===== config.mk =====
export PLATFORM = sky130hd
export DESIGN_NAME = operand_fetch_16
export DESIGN_NICKNAME = d
export VERILOG_FILES = /design/src/rtl/operand_fetch_16.sv
export SDC_FILE = /design/constraint.sdc
export NUM_CORES = 1
export LEC_CHECK = 0
export CAP_MARGIN = 20
export CORE_ASPECT_RATIO = 1.25
export CORE_UTILIZATION = 42
export DETAILED_ROUTE_END_ITERATION = 7
export PLACE_DENSITY_LB_ADDON = 0.3
export SYNTH_ARGS = -nofsm -noshare
export SYNTH_HDL_FRONTEND = slang
export SYNTH_SLANG_ARGS = --single-unit

===== constraint.sdc =====
create_clock -name clk -period 2.88 [get_ports clk]
set_clock_uncertainty 0.2 [all_clocks]
set_input_delay 0.72 -clock clk [delete_from_list [all_inputs] [get_ports clk]]
set_output_delay 0.72 -clock clk [all_outputs]
set_load 0.02 [all_outputs]

===== src/rtl/operand_fetch_16.sv =====
// operand_fetch_16
// Register file plus operand latch for the 16-bit MIPS datapath.
// Holds NREG general-purpose registers. r0 is hardwired to zero.
// Two source operands are read every cycle and registered into op_a/op_b.
// A same-cycle write-back is bypassed onto the read path.
//
// Ports
//   clk       rising-edge clock
//   reset_n   asynchronous active-low reset (clears registers and latch)
//   rd_en     load the operand latch this cycle
//   rs, rt    source register addresses for operands A and B
//   stall     hold the operand latch (register writes still happen)
//   flush     invalidate and zero the operand latch (beats stall and rd_en)
//   we/wa/wd  write-back enable, address and data
//   op_a/op_b registered operands to the ALU
//   op_valid  op_a/op_b hold a valid pair
//   busy_a/b  combinational: rs/rt matches the in-flight write (never r0)
module operand_fetch_16 #(
    parameter int WIDTH = 16,
    parameter int NREG  = 8,
    parameter int AW    = 3
) (
    input  logic             clk,
    input  logic             reset_n,
    input  logic             rd_en,
    input  logic [AW-1:0]    rs,
    input  logic [AW-1:0]    rt,
    input  logic             stall,
    input  logic             flush,
    input  logic             we,
    input  logic [AW-1:0]    wa,
    input  logic [WIDTH-1:0] wd,
    output logic [WIDTH-1:0] op_a,
    output logic [WIDTH-1:0] op_b,
    output logic             op_valid,
    output logic             busy_a,
    output logic             busy_b
);

    logic [WIDTH-1:0] reg_q [NREG];
    logic [WIDTH-1:0] reg_d [NREG];

    logic [WIDTH-1:0] op_a_q, op_a_d;
    logic [WIDTH-1:0] op_b_q, op_b_d;
    logic             op_valid_q, op_valid_d;

    logic             wr_live;
    logic [WIDTH-1:0] rd_a;
    logic [WIDTH-1:0] rd_b;

    // A write to r0 is treated as no write at all, both for storage and
    // for the bypass / busy paths.
    assign wr_live = we && (wa != '0);

    always_comb begin
        rd_a = reg_q[rs];
        if (rs == '0) begin
            rd_a = '0;
        end else if (wr_live && (wa == rs)) begin
            rd_a = wd;
        end
    end

    always_comb begin
        rd_b = reg_q[rt];
        if (rt == '0) begin
            rd_b = '0;
        end else if (wr_live && (wa == rt)) begin
            rd_b = wd;
        end
    end

    assign busy_a = wr_live && (wa == rs);
    assign busy_b = wr_live && (wa == rt);

    always_comb begin
        for (int i = 0; i < NREG; i++) begin
            reg_d[i] = reg_q[i];
        end
        if (wr_live) begin
            reg_d[wa] = wd;
        end
        // r0 stays zero regardless of what the write path produced.
        reg_d[0] = '0;
    end

    always_comb begin
        op_a_d     = op_a_q;
        op_b_d     = op_b_q;
        op_valid_d = op_valid_q;
        if (flush) begin
            op_a_d     = '0;
            op_b_d     = '0;
            op_valid_d = 1'b0;
        end else if (stall) begin
            op_valid_d = op_valid_q;
        end else if (rd_en) begin
            op_a_d     = rd_a;
            op_b_d     = rd_b;
            op_valid_d = 1'b1;
        end else begin
            // Data is left as-is; consumers ignore it while op_valid is low.
            op_valid_d = 1'b0;
        end
    end

    always_ff @(posedge clk or negedge reset_n) begin
        if (!reset_n) begin
            for (int i = 0; i < NREG; i++) begin
                reg_q[i] <= '0;
            end
            op_a_q     <= '0;
            op_b_q     <= '0;
            op_valid_q <= 1'b0;
        end else begin
            for (int i = 0; i < NREG; i++) begin
                reg_q[i] <= reg_d[i];
            end
            op_a_q     <= op_a_d;
            op_b_q     <= op_b_d;
            op_valid_q <= op_valid_d;
        end
    end

    assign op_a     = op_a_q;
    assign op_b     = op_b_q;
    assign op_valid = op_valid_q;

endmodule


==> qor.txt <==
Finished Cell Area: 9550 sq um
Synth async-reset ratio: 100%
Grt met2 use: 39.3%
RSZ-0062 raised after global routing: no
1st-pass router iterations: 5
Gr usage total: 25.0%
Max cap viols: 0
Hold path startpoint: op_a[7]
CTS tree: built
Crit Path Max Fanout: 4
WL/cell: 24.4 microns
Gr busiest metal: met2
Synth unique cells: 35
Mapped Cells: 612
Mapped Area: 7720 sq um
Total Wirelength: 23000 microns
P per Cell Area: 658 nW/um^2
Post-synthesis register bit count: 145
Fmax: 363 MHz
Largest family of logic cells by synthesized area: multiplexers
CP endpoint kind: output port
Most used flip-flop cell after synthesis: dfrtp_1
H-tree depth: 4
Post-synth top area share: 47.0%
LEAKAGE: 4.07 nW
Period utilization: 95.7%
Area Growth Syn to Fin: 23.8%
Commonest cells in the synthesized netlist: 201 x mux2_2, 145 x dfrtp_1, 40 x nand2_1, 32 x a32oi_1, 32 x o22ai_1
Post-Synth XOR/XNOR Area: 0.681%
ANT cells: 0
DRT iter0 DRCs: 508
Met1 GRT Util: 33.4%
Num ports: 66
CTS Buffer Depth: 2
Mux cell area share after synthesis: 30.2%
Hold Slack: 0.287 ns
Total CTS buffers: 17
Detail Placement HPWL: 14100 microns
Nets: 733
Final number of max-transition violations: 0
Ys Warns: 0
Reg2reg start: reg_q[59]
Initial antenna violation count: 0
Synth top area cells: dfrtp_1 47%, mux2_2 29%, a32oi_1 3.6%
Post-synth EDFFs: 0
Cell taking the most area after synthesis: dfrtp_1
Routed via count: 5937
Num rows: 55
Grt ovf: 0
Vias in the first global route: 6193
Cell-internal power: 4.61 mW
Core ar.: 18000 sq um
GR Util met3: 4.15%
Drt via density: 6.32
Switch share: 26.7%
Critical Path Source: wa[2]
Min cycle time layout: 2.76 ns
Layout cell share with drive strength beyond 1: 43.0%
Clock power share: 35.8%
Worst Path Required: 1.96 ns
Drc violations: 0
Area of the die: 18900 sq um
Clk slew on worst S/H paths: 0.06 ns
Post-Synth Simple-Gate Area: 7.34%
Area after DPL: 8950 sq um
Status: completed
Initial Util: 42.8%
Adder-Cell Fraction of Synth Area: 0%
Clock Latency Late Sink: 0.41 ns
GPL Wtd Cong: 0.793
Final std cells w/o fill: 940
Sequential share of power: 43.0%
# setup viols final: 0
PortBufs: 65
CTS root buffer: clkbuf_16
Arrival time at the worst endpoint: 1.84 ns
CP Launch Type: input pin
Normalized max-slew margin: 48.4%
Final Core Density: 53.0%
Syn Nets: 643
CTS Sinks: 145
Syn avg cell area: 12.6 sq um
Most common cell in the synthesized netlist: mux2_2
Count of final hold-check violations: 0
Filler cells: 1535
Compound-cell area share of the yosys netlist: 10.8%
First-pass GRT wire length: 35500 microns
Dpl cells: 909
Post-DRT Antenna Nets: 0
Combinational power share: 21.1%
Worst vdd ir: 0.390 mV
Worst Tran Pin Value: 0.774 ns
Psw: 1.68 mW
Die height: 154 microns
Post-synthesis sequential area ratio: 47.0%
Tightest Hold Check Type: reg -> reg
Largest net degree at the start of global routing: 67
CP Class: in -> out
Die width: 123 microns
==> power groups by stage <==
stage          sequential, mW  combinational, mW  clock, mW
2_1_floorplan            2.67              0.874          0
3_3_place_gp             2.68               1.28          0
3_5_place_dp             2.73               1.32          0
4_1_cts                  2.69               1.33       2.28
5_1_grt                  2.75               1.42       2.35
6_report                 2.71               1.33       2.25
==> path summary, 6_finish.rpt <==
path | end | slack [ns] | cells after the start
setup / recovery | busy_b | 0.12 | 7
hold / removal | op_a[7] | 0.29 | 2
setup reg to reg | op_b[11] | 1.34 | 4
hold reg to reg | op_a[7] | 0.29 | 2
max in group asynchronous | reg_q[37] | 1.29 | 3
min in group asynchronous | reg_q[16] | 0.52 | 2
==> layout by cell type, fill, tap and decap left out, types with 4 or more instances in the layout <==
cell             netlist  layout
clkbuf_16              0      17
mux2_2               201     201
clkdlybuf4s50_1        0      52
nand2_1               40      39
dfrtp_1              145     145
o22ai_1               32      32
xor2_1                 4       4
buf_12                 0      11
mux2i_1                7       7
bufinv_16              0       4
nand2b_1               4       4
a221oi_1              29      29
or4_1                 30      30
a32oi_1               32      32
buf_4                 11      48
==> final cells by class <==
cell class	count	area (sq um)	area share (%)
Multi-Input combinational cell	414	3840	40.2
Sequential cell	145	3630	38.0
Timing Repair Buffer	123	1200	12.5
Clock buffer	18	429	4.49
Tap cell	228	285	2.99
Clock inverter	11	166	1.74
Inverter	1	3.75	0.0393
==> kinds of logic after synthesis <==
kind of cell | count (synthesis)
multiplexers | 208
flip-flops | 145
AO/OA/AOI/OAI | 105
AND/OR/NAND/NOR | 95
buffers and inverters | 53
XOR/XNOR | 6
==> flip-flops by register name, summed over array words and instances (netlist names) <==
signal / flops
reg_q: 112
op_a: 16
op_b: 16
op_valid: 1
==> stage by stage <==
stage                     setup TNS [ns]  setup slack (ns)  total power, mW
after floorplan                        0             0.219             3.54
final                                  0             0.123             6.29
after global placement             -7.56            -0.723             3.96
after CTS                              0            0.0236             6.31
after global routing                   0            0.0534             6.52
after detailed placement           -8.10            -0.710             4.04
==> worst max-delay path, cell delays in order <==
cell and delay [ns]:
clkbuf_2 0.13, buf_4 0.15, xnor2_1 0.13, nand2_1 0.11, nor4_4 0.28, buf_4 0.18, buf_4 0.14
==> routing by layer <==
metal / wire, microns / part of all wire, %
met3: 1290 / 5.6
met2: 10900 / 48
met4: 883 / 3.8
met5: 0 / 0
met1: 9860 / 43
==> timing repair <==
item / 4_1_cts / 5_1_grt
pin swaps: 1 / 2
buffers inserted: 1 / 0
setup endpoints to repair: 2 / 2
hold buffers: 1 / 0
endpoints found under the hold margin: 17 / 0
resized for setup: 16 / 6
No activity file was read; power rests on OpenSTA's default activity.
